==> config.mk <==
export PLATFORM = sky130hd
export DESIGN_NAME = eth_nlp_flat
export DESIGN_NICKNAME = d
export VERILOG_FILES = /design/src/rtl/eth_nlp_if.sv /design/src/rtl/eth_nlp.sv /design/src/flat_wrapper.sv
export SDC_FILE = /design/constraint.sdc
export NUM_CORES = 1
export LEC_CHECK = 0
export BUFFER_PORTS_ARGS = -buffer_cell sky130_fd_sc_hd__buf_4
export CAP_MARGIN = 10
export CORE_MARGIN = 2
export CORE_UTILIZATION = 34
export CTS_BUF_LIST = sky130_fd_sc_hd__clkbuf_8
export CTS_CLUSTER_SIZE = 20
export DETAILED_ROUTE_END_ITERATION = 10
export GPL_TIMING_DRIVEN = 0
export PLACE_DENSITY_LB_ADDON = 0.1
export SYNTH_ARGS = -nofsm -noshare
export SYNTH_HDL_FRONTEND = slang
export SYNTH_SLANG_ARGS = --single-unit
==> constraint.sdc <==
create_clock -name clk -period 2.25 [get_ports clk]
set_input_delay 0.45 -clock clk [delete_from_list [all_inputs] [get_ports clk]]
set_output_delay 0.45 -clock clk [all_outputs]
set_load 0.01 [all_outputs]
==> src/rtl/eth_nlp_if.sv <==
// eth_nlp_if: normal-link-pulse outputs toward the 10BASE-T transmit driver.
interface eth_nlp_if;
    logic        tx_nlp;
    logic        go;
    logic [31:0] c_out;
    modport master (output tx_nlp, go, c_out);
    modport slave  (input tx_nlp, go, c_out);
endinterface

==> src/rtl/eth_nlp.sv <==
// eth_nlp: 10BASE-T normal link pulse generator; one NLP_WIDTH-cycle pulse at the end of every NLP_PERIOD.
module eth_nlp #(
    parameter longint unsigned NLP_PERIOD = 1600000,
    parameter longint unsigned NLP_WIDTH  = 10
) (
    input  logic clk,
    input  logic resetn,
    eth_nlp_if.master nlp
);
    localparam logic [31:0] LAST      = 32'(NLP_PERIOD - 1);
    localparam logic [31:0] RISE_PREV = 32'(NLP_PERIOD - NLP_WIDTH - 1);
    typedef enum logic {GAP = 1'b0, PULSE = 1'b1} state_t;
    state_t      state, state_nx;
    logic [31:0] cnt;
    logic        go_q;
    always_ff @(posedge clk or posedge resetn)
        if (resetn) state <= GAP;
        else        state <= state_nx;
    // go is decoded one cycle early so it leaves a flop aligned with the pulse start
    always_ff @(posedge clk or posedge resetn)
        if (resetn) begin
            cnt  <= '0;
            go_q <= 1'b0;
        end else begin
            cnt  <= (cnt == LAST) ? '0 : cnt + 32'd1;
            go_q <= (cnt == RISE_PREV);
        end
    always_comb
        state_nx = (state == GAP) ? ((cnt == RISE_PREV) ? PULSE : GAP)
                                  : ((cnt == LAST) ? GAP : PULSE);
    always_comb begin
        nlp.tx_nlp = (state == PULSE);
        nlp.go     = go_q;
        nlp.c_out  = cnt;
    end
endmodule

==> src/flat_wrapper.sv <==
// flat-port wrapper written by rule: the top's interface ports become plain ports
module eth_nlp_flat 
#(
    parameter longint unsigned NLP_PERIOD = 1600000,
    parameter longint unsigned NLP_WIDTH  = 10
)
  (clk, resetn, nlp_tx_nlp, nlp_go, nlp_c_out);
  eth_nlp_if nlp_i ();
  input  logic clk;
  input  logic resetn;
  output wire logic [$bits(nlp_i.tx_nlp)-1:0] nlp_tx_nlp;
  output wire logic [$bits(nlp_i.go)-1:0] nlp_go;
  output wire logic [$bits(nlp_i.c_out)-1:0] nlp_c_out;
  assign nlp_tx_nlp = nlp_i.tx_nlp;
  assign nlp_go = nlp_i.go;
  assign nlp_c_out = nlp_i.c_out;
  eth_nlp #(.NLP_PERIOD(NLP_PERIOD), .NLP_WIDTH(NLP_WIDTH)) u_core (.clk(clk), .resetn(resetn), .nlp(nlp_i));
endmodule
; Yosys cells after proc, flatten, opt, wreduce, memory -nomap -nowiden
; Cells that the tools add are included.
[classes]
add_sub_neg = 1
n_eq_ne = 2
mux = 4
[ops]
columns = cell, count
row1 = "32-bit by 21-bit == test with 1-bit output, second input constant", 2
row2 = "32-bit by 1-bit adder with 32-bit output, second input constant", 1
row3 = 32-bit 2-to-1 mux, 1
row4 = 1-bit 2-to-1 mux, 3
[totals]
regBits = 34
output_inout_bits = 34
wordCells = 10

; Logic depth before layout (Yosys ltp)
; Gate-level depths: netlist of the first run.
[depth]
word_depth = 3
mapped_depth = 5

; Worst setup path after synthesis of the first run
; OpenSTA, ideal clock, no wires.
[synth_timing]
path_kind = reg2reg
start = register u_core.cnt[0] (netlist: u_core.nlp.c_out[0])
end = register u_core.state (netlist: u_core.nlp.tx_nlp)
arrival_time_ns = 1.507
slack_ns = 0.602
stages_incl_launch_ff = 6
cell_sequence = dfrtp_1 > ha_1 > and3_2 > nand2_1 > nor3_2 > o21ai_0
[synth_via]
elab_chain_len = 3
elab_cells_between_ends = 5
cone_classes = eq/ne: 2 / mux: 3
[synth_lines]
columns = element, line
row1 = from (decl), eth_nlp.sv:14  ; logic [31:0] cnt;
row2 = from (signal assigned), eth_nlp.sv:25  ; cnt <= (cnt == LAST) ? '0 : cnt + 32'd1;
row3 = 32-bit by 21-bit == test with 1-bit output (on tied branches), "eth_nlp.sv:29, eth_nlp.sv:30"
row4 = 1-bit 2-to-1 mux (on tied branches), "eth_nlp.sv:29, eth_nlp.sv:30"
row5 = 1-bit 2-to-1 mux *, eth_nlp.sv:29  ; state_nx = (state == GAP) ? ((cnt == RISE_PREV) ? PULSE : GAP)
row6 = via u_core.state_nx, eth_nlp.sv:13  ; state_t state, state_nx;
row7 = to (signal assigned), eth_nlp.sv:18  ; else state <= state_nx;
row8 = to (decl), eth_nlp.sv:13
; Mark *: on every way through the listed nets, which the timed path passes. The rest lies on a longest branch.

; Worst setup path after layout of the first run
[layout_timing]
start = register u_core.cnt[16] (netlist: u_core.nlp.c_out[16])
end = register u_core.state (netlist: u_core.nlp.tx_nlp)
; The elaborated chain is that of the path after synthesis.

==> impl_metrics.sql, run 1 <==
INSERT INTO impl_metrics (metric_group, metric, value, unit) VALUES
('run_status', 'run_status', 'complete, no violations', ''),
('clock_tree', 'insertion_delay', '0.28', 'ns'),
('grt', 'grt_antenna_before_repair', '0', ''),
('placement', 'post-dp-hpwl', '3.09', 'mm'),
('synthesis', 'ys.warnings.count', '0', ''),
('route', 'detailroute.via_count', '1420', ''),
('synthesis', 'yosys.area.top_type', 'dfrtp_1', ''),
('synthesis', 'yosys.cell_types.count', '32', ''),
('setup_path', 'kind_of_end_point_of_the_critical_path', 'flop', ''),
('grt', 'grt_first_pass_wirelength', '7.10', 'mm'),
('setup_path', 'crit-reg2reg-capture', 'u_core.nlp.tx_nlp', ''),
('placement', 'portBuffers', '35', ''),
('setup_path', 'cpMaxStageDelayCell', 'nor4_1', ''),
('power', 'power.static_leakage', '0.000957', 'uW'),
('power', 'worst_ir_drop_vdd', '231', 'uV'),
('power', 'power_density', '501', 'nW/um^2'),
('floorplanning', 'core', '4790', 'um^2'),
('clock_tree', 'clock_tree_from_tritoncts', 'done', ''),
('route', 'total_wirelength_of_the_detailed_routed_design', '4.23', 'mm'),
('route', 'iteration_0_drc_markers', '67', ''),
('hold_path', 'min-delay-path-class', 'in -> async', ''),
('timing', 'setup_viol_count_final', '0', ''),
('floorplanning', 'floorplan.initialDensity', '35.9', '%'),
('floorplanning', 'placementRows', '25', ''),
('setup_path', 'rr_worst_depth', '4', ''),
('flow_run', 'max_capacitance_violation_count', '0', ''),
('setup_path', 'critPathKind', 'reg -> reg', ''),
('cells_and_area', 'antenna_cells_inserted', '0', ''),
('cells_and_area', 'fillCellCount', '478', ''),
('clock_tree', 'cts-root-buf', 'clkbuf_8', ''),
('synthesis', 'synth.yosys.seq_area_share', '49.5', '%'),
('route', 'drc_errors', '0', ''),
('timing', 'post-route-min-period', '2.00', 'ns'),
('cells_and_area', 'syn_to_final_growth', '27.5', '%'),
('synthesis', 'synth_register_bits', '34', ''),
('timing', 'worst_clock_skew', '0.00655', 'ns'),
('cells_and_area', 'layout.nets', '209', ''),
('clock_tree', 'post_cts_resized', '0', ''),
('setup_path', 'timing.critical_path.arrival', '2.20', 'ns'),
('timing', 'final-max-slew-violation-count', '0', ''),
('grt', 'gr-total-overflow', '0', ''),
('clock_tree', 'register_clock_pin_slew_on_the_reported_worst_setup_and_hold_paths', '0.07', 'ns'),
('grt', 'grt_pass1_vias', '1449', ''),
('setup_path', 'combined_buffer_and_inverter_count_along_the_critical_path', '0', ''),
('floorplanning', 'top_level_ports', '36', ''),
('route', 'via_per_inst', '5.20', ''),
('timing', 'totalNegativeSetupSlack', '0', 'ns'),
('synthesis', 'mappedNetlistNets', '166', ''),
('timing', 'worst_hold_margin', '0.300', 'ns'),
('timing', 'timing.max_slew.rel_slack', '49.5', '%'),
('floorplanning', 'floorplan_die_width', '75.1', 'um'),
('synthesis', 'post_synth.cell_area_avg', '10.6', 'um^2'),
('synthesis', 'synthTopCellsByCount', 'dfrtp_1, xnor2_1, nand3_1, nand4_1, nor2_1', ''),
('floorplanning', 'die-area', '5640', 'um^2'),
('clock_tree', 'cts.path.max_buffers', '2', ''),
('clock_tree', 'post_cts_buffers', '0', ''),
('timing', 'rsz_0062_raised_after_global_routing', 'no', ''),
('setup_path', 'critPathTopFamily', 'simple AND/OR/NAND/NOR gates', ''),
('timing', 'final.period_utilization', '88.7', '%'),
('clock_tree', 'ctsHoldBuffers', '0', ''),
('floorplanning', 'die-height', '75.1', 'um'),
('grt', 'grt_start_max_net_pins', '19', ''),
('grt', 'global_route.usage.total', '17.0', '%'),
('setup_path', 'regToRegSetupSlack', '0.25', 'ns'),
('synthesis', 'synthMostInstantiatedCell', 'dfrtp_1', ''),
('synthesis', 'synthTopCellsByArea', 'dfrtp_1, xnor2_1, nand4_1, nand3_1, nor4b_1', ''),
('clock_tree', 'deepest_level_of_the_cts_h_tree', '2', ''),
('setup_path', 'cp.required', '2.46', 'ns'),
('route', 'dr.pass1.iters', '4', ''),
('timing', 'maxClockFrequency', '0.501', 'GHz'),
('cells_and_area', 'share_of_post_route_cells_with_drive_strength_above_1', '26.2', '%');
==> worst reg2reg max path, cell delays in order, from the launching register on <==
cell and delay (ns):
dfrtp_1 0.44, nor4_1 0.58, nand4_1 0.30, or4_1 0.52
o21ai_0 0.09
==> cells in the final DEF (no fill, tap or decap), types with 2 or more instances in the layout <==
master / instances
xnor2_1: 22
nor2_1: 11
and4_1: 2
a21oi_1: 3
nor4b_1: 5
clkbuf_8: 6
a31oi_1: 2
nand4_1: 13
o21ai_0: 3
nand2_1: 9
ha_1: 2
nor4_1: 5
dfrtp_1: 34
nor3_1: 6
and3_1: 5
xor2_1: 4
nand3_1: 16
buf_4: 35
nand4b_1: 2
inv_1: 5
==> cells by family (layout without fill, tap and decap cells) <==
family	Yosys count	after routing	share of synthesized area (%)
AO/OA/AOI/OAI	10	10	3.57
adder cells (fa/ha/maj)	2	2	1.46
XOR/XNOR	26	26	13.3
AND/OR/NAND/NOR	84	84	30.4
buffers and inverters	6	50	1.82
flip-flops	34	34	49.5
==> final cells by class <==
class / instances / area [um^2] / share of cell area [%]
repair buffers: 36 / 290 / 13.3
flip-flops and latches: 34 / 851 / 38.9
inverters: 4 / 15.0 / 0.686
multi-input cells: 122 / 842 / 38.5
well taps: 67 / 83.8 / 3.83
clock inverters: 2 / 8.76 / 0.400
plain buffers: 2 / 16.3 / 0.743
clock buffers: 6 / 82.6 / 3.77
==> where the power goes <==
part	switching, uW	leakage (uW)	internal (uW)
Clock	224	0.0000524	242
Sequential	0	0.000461	611
Combinational	12.8	0.000444	6.02
Total	237	0.000957	859
==> worst max-delay path by stage <==
stage                               from                 to  cells after the start  slack (ns)
floorplan            u_core.nlp.c_out[0]  u_core.nlp.tx_nlp                      5        0.60
global placement    u_core.nlp.c_out[16]  u_core.nlp.tx_nlp                      4        0.19
detailed placement  u_core.nlp.c_out[16]  u_core.nlp.tx_nlp                      4        0.16
CTS                 u_core.nlp.c_out[16]  u_core.nlp.tx_nlp                      4        0.18
global route        u_core.nlp.c_out[16]  u_core.nlp.tx_nlp                      4        0.14
finish              u_core.nlp.c_out[16]  u_core.nlp.tx_nlp                      4        0.25
==> metrics by stage <==
stage	power, uW	cell area (um^2)	util (%)	cells	setup WS (ns)
final	1100	2190	45.8	273	0.253
after global routing	1130	2190	45.8	273	0.137
after CTS	1110	2180	45.6	273	0.181
after detailed placement	643	2090	43.7	265	0.157
after global placement	636	2060	43.1	264	0.188
after floorplan	632	1720	-	162	0.602
==> registers in the layout (all words and copies together), names as in the netlist <==
name,count
u_core.nlp.tx_nlp,1
u_core.nlp.c_out,32
u_core.nlp.go,1
==> metal layers <==
metal	vias to the layer above	wire length (um)	global-route usage (%)
met4	0	115	8.13
met3	11	203	4.95
li1	683	-	-
met5	-	0	0
met1	695	2020	21.8
met2	31	1900	26.5
Note: power is estimated with default switching activity, not from simulation.
==> inputs of run 2 (changes only) <==
Clock period 2.25 ns to 2.3 ns, I/O delays scaled along.
==> run 2 against run 1 <==
Critical path depth unchanged. Clock skew unchanged. Fmax down 6.1%. Cell count unchanged. Power down 2.2%. Register-to-register slack worse by 0.08 ns. Flip-flop and latch count unchanged. Worst setup slack worse by 0.080 ns. Critical path type unchanged. Largest power group unchanged.
==> impl_metrics.sql, run 2 (synthesis gave the netlist of run 1 again) <==
INSERT INTO impl_metrics (metric_group, metric, value, unit) VALUES
('run_status', 'run_status', 'complete, no violations', ''),
('flow_run', 'max_capacitance_violation_count', '0', ''),
('setup_path', 'critical_path_peak_fanout', '10', ''),
('setup_path', 'timing.critical_path.arrival', '2.27', 'ns'),
('clock_tree', 'cts-buffers-inserted', '5', ''),
('grt', 'grt_antenna_before_repair', '0', ''),
('timing', 'maxClockFrequency', '0.470', 'GHz'),
('cells_and_area', 'antenna_cells_inserted', '0', ''),
('floorplanning', 'floorplan_die_width', '75.1', 'um'),
('grt', 'gr-total-overflow', '0', ''),
('timing', 'post-route-min-period', '2.13', 'ns'),
('timing', 'finalHoldViolCount', '0', ''),
('setup_path', 'crit_chain', 'nor4_1 -> nand4_1 -> nor3_2 -> o21ai_0', ''),
('timing', 'final-max-slew-violation-count', '0', ''),
('setup_path', 'cp.required', '2.44', 'ns'),
('clock_tree', 'clock_tree_from_tritoncts', 'done', ''),
('timing', 'timing_worst_slew_pin_value', '0.757', 'ns'),
('cells_and_area', 'area.sequential', '851', 'um^2'),
('clock_tree', 'cts-root-buf', 'clkbuf_8', ''),
('setup_path', 'startpoint_types', 'flop', ''),
('grt', 'grt_pass1_vias', '1449', ''),
('setup_path', 'critical_path.reg2reg.startpoint', 'u_core.nlp.c_out[16]', ''),
('cells_and_area', 'largest_reg_flops', '32', ''),
('setup_path', 'setup.worst_path.start', 'u_core.nlp.c_out[16]', ''),
('grt', 'global_route.usage.total', '17.0', '%'),
('timing', 'rsz_0062_raised_after_global_routing', 'no', ''),
('grt', 'grt_start_max_net_pins', '19', ''),
('placement', 'portBuffers', '35', ''),
('power', 'worst_ir_drop_vdd', '226', 'uV'),
('hold_path', 'min-delay-path-class', 'in -> async', ''),
('power', 'design_power_total', '1070', 'uW'),
('setup_path', 'kind_of_end_point_of_the_critical_path', 'flop', ''),
('power', 'power_density', '491', 'nW/um^2'),
('setup_path', 'crit-reg2reg-capture', 'u_core.nlp.tx_nlp', ''),
('placement', 'post-dp-hpwl', '3.09', 'mm'),
('clock_tree', 'post_cts_buffers', '0', ''),
('route', 'dr.pass1.iters', '4', ''),
('floorplanning', 'floorplan.initialDensity', '35.9', '%'),
('setup_path', 'critPathKind', 'reg -> reg', ''),
('floorplanning', 'placementRows', '25', ''),
('grt', 'grt_first_pass_wirelength', '7.10', 'mm'),
('route', 'via_per_inst', '5.20', ''),
('placement', 'place_congestion', '0.778', ''),
('power', 'power.static_leakage', '0.000941', 'uW'),
('route', 'drc_errors', '0', ''),
('route', 'iteration_0_drc_markers', '67', ''),
('setup_path', 'combined_buffer_and_inverter_count_along_the_critical_path', '0', ''),
('timing', 'final.period_utilization', '92.5', '%'),
('cells_and_area', 'mostFrequentLayoutCells', 'buf_4, dfrtp_1, xnor2_1', ''),
('cells_and_area', 'syn_to_final_growth', '27.1', '%'),
('clock_tree', 'ctsHoldBuffers', '0', ''),
('cells_and_area', 'final_common_cell', 'buf_4', ''),
('cells_and_area', 'share_of_post_route_cells_with_drive_strength_above_1', '26.2', '%'),
('clock_tree', 'deepest_level_of_the_cts_h_tree', '2', ''),
('clock_tree', 'cts_sinks', '34', ''),
('route', 'drtAntennaViolNets', '0', ''),
('setup_path', 'regToRegSetupSlack', '0.17', 'ns'),
('setup_path', 'cp_slowest_stage_delay', '0.61', 'ns'),
('floorplanning', 'die-height', '75.1', 'um'),
('floorplanning', 'die-area', '5640', 'um^2'),
('timing', 'timing.max_slew.rel_slack', '49.5', '%'),
('cells_and_area', 'fillCellCount', '480', ''),
('timing', 'worst_clock_skew', '0.00655', 'ns'),
('placement', 'placed_cells_incl_taps', '265', ''),
('clock_tree', 'cts.path.max_buffers', '2', ''),
('route', 'total_wirelength_of_the_detailed_routed_design', '4.24', 'mm'),
('route', 'drt-wirelength-per-cell', '15.5', 'um'),
('cells_and_area', 'multi_input_comb_area', '836', 'um^2'),
('floorplanning', 'core', '4790', 'um^2'),
('floorplanning', 'top_level_ports', '36', ''),
('cells_and_area', 'fin_cells', '273', ''),
('timing', 'totalNegativeSetupSlack', '0', 'ns'),
('route', 'detailroute.via_count', '1420', ''),
('clock_tree', 'register_clock_pin_slew_on_the_reported_worst_setup_and_hold_paths', '0.07', 'ns'),
('setup_path', 'critPathTopFamily', 'simple AND/OR/NAND/NOR gates', ''),
('clock_tree', 'insertion_delay', '0.28', 'ns'),
('cells_and_area', 'share_of_the_core_filled_with_cells_in_the_final_layout', '45.6', '%'),
('clock_tree', 'post_cts_resized', '0', ''),
('cells_and_area', 'layout.nets', '209', ''),
('setup_path', 'rr_worst_depth', '4', ''),
('timing', 'setup_viol_count_final', '0', ''),
('setup_path', 'cpMaxStageDelayCell', 'nor3_2', '');
==> run 2: cell count changes in the layout (fill, tap and decap cells not counted) <==
| cell | previous run | this run |
|---|---|---|
| nor3_2 | 0 | 1 |
| nor3_4 | 1 | 0 |
==> run 2: worst max path at each step <==
stage,slack (ns),depth (start not counted),endpoint
floorplan,0.65,5,u_core.nlp.tx_nlp
global placement,0.24,4,u_core.nlp.tx_nlp
detailed placement,0.21,4,u_core.nlp.tx_nlp
CTS,0.23,4,u_core.nlp.tx_nlp
global route,0.03,4,u_core.nlp.tx_nlp
finish,0.17,4,u_core.nlp.tx_nlp
==> run 2: layout make-up <==
class | count | share of cell area (%)
multi-input combinational | 122 | 38.3
buffer | 2 | 0.745
clock inverter | 2 | 0.401
sequential | 34 | 39.0
clock buffer | 6 | 3.78
tap | 67 | 3.84
timing repair buffer | 36 | 13.3
inverter | 4 | 0.688
==> run 2: routing by layer <==
metal	wire length, um	GRT usage [%]	vias to the layer above
li1	-	-	683
met1	2020	21.8	695
met2	1900	26.5	31
met3	203	4.95	11
met4	115	8.13	0
met5	0	0	-
==> run 2: where the power goes <==
| part | switching, uW | internal (uW) |
|---|---|---|
| Combinational | 12.5 | 5.89 |
| Clock | 219 | 237 |
| Sequential | 0 | 598 |
==> run 2: through the flow <==
stage | area (um^2) | hold slack (ns) | setup WS (ns)
after floorplan | 1720 | 0.527 | 0.652
after global placement | 2060 | 0.507 | 0.238
after detailed placement | 2090 | 0.513 | 0.207
after CTS | 2180 | 0.331 | 0.231
after global routing | 2180 | 0.371 | 0.0306
final | 2180 | 0.310 | 0.173
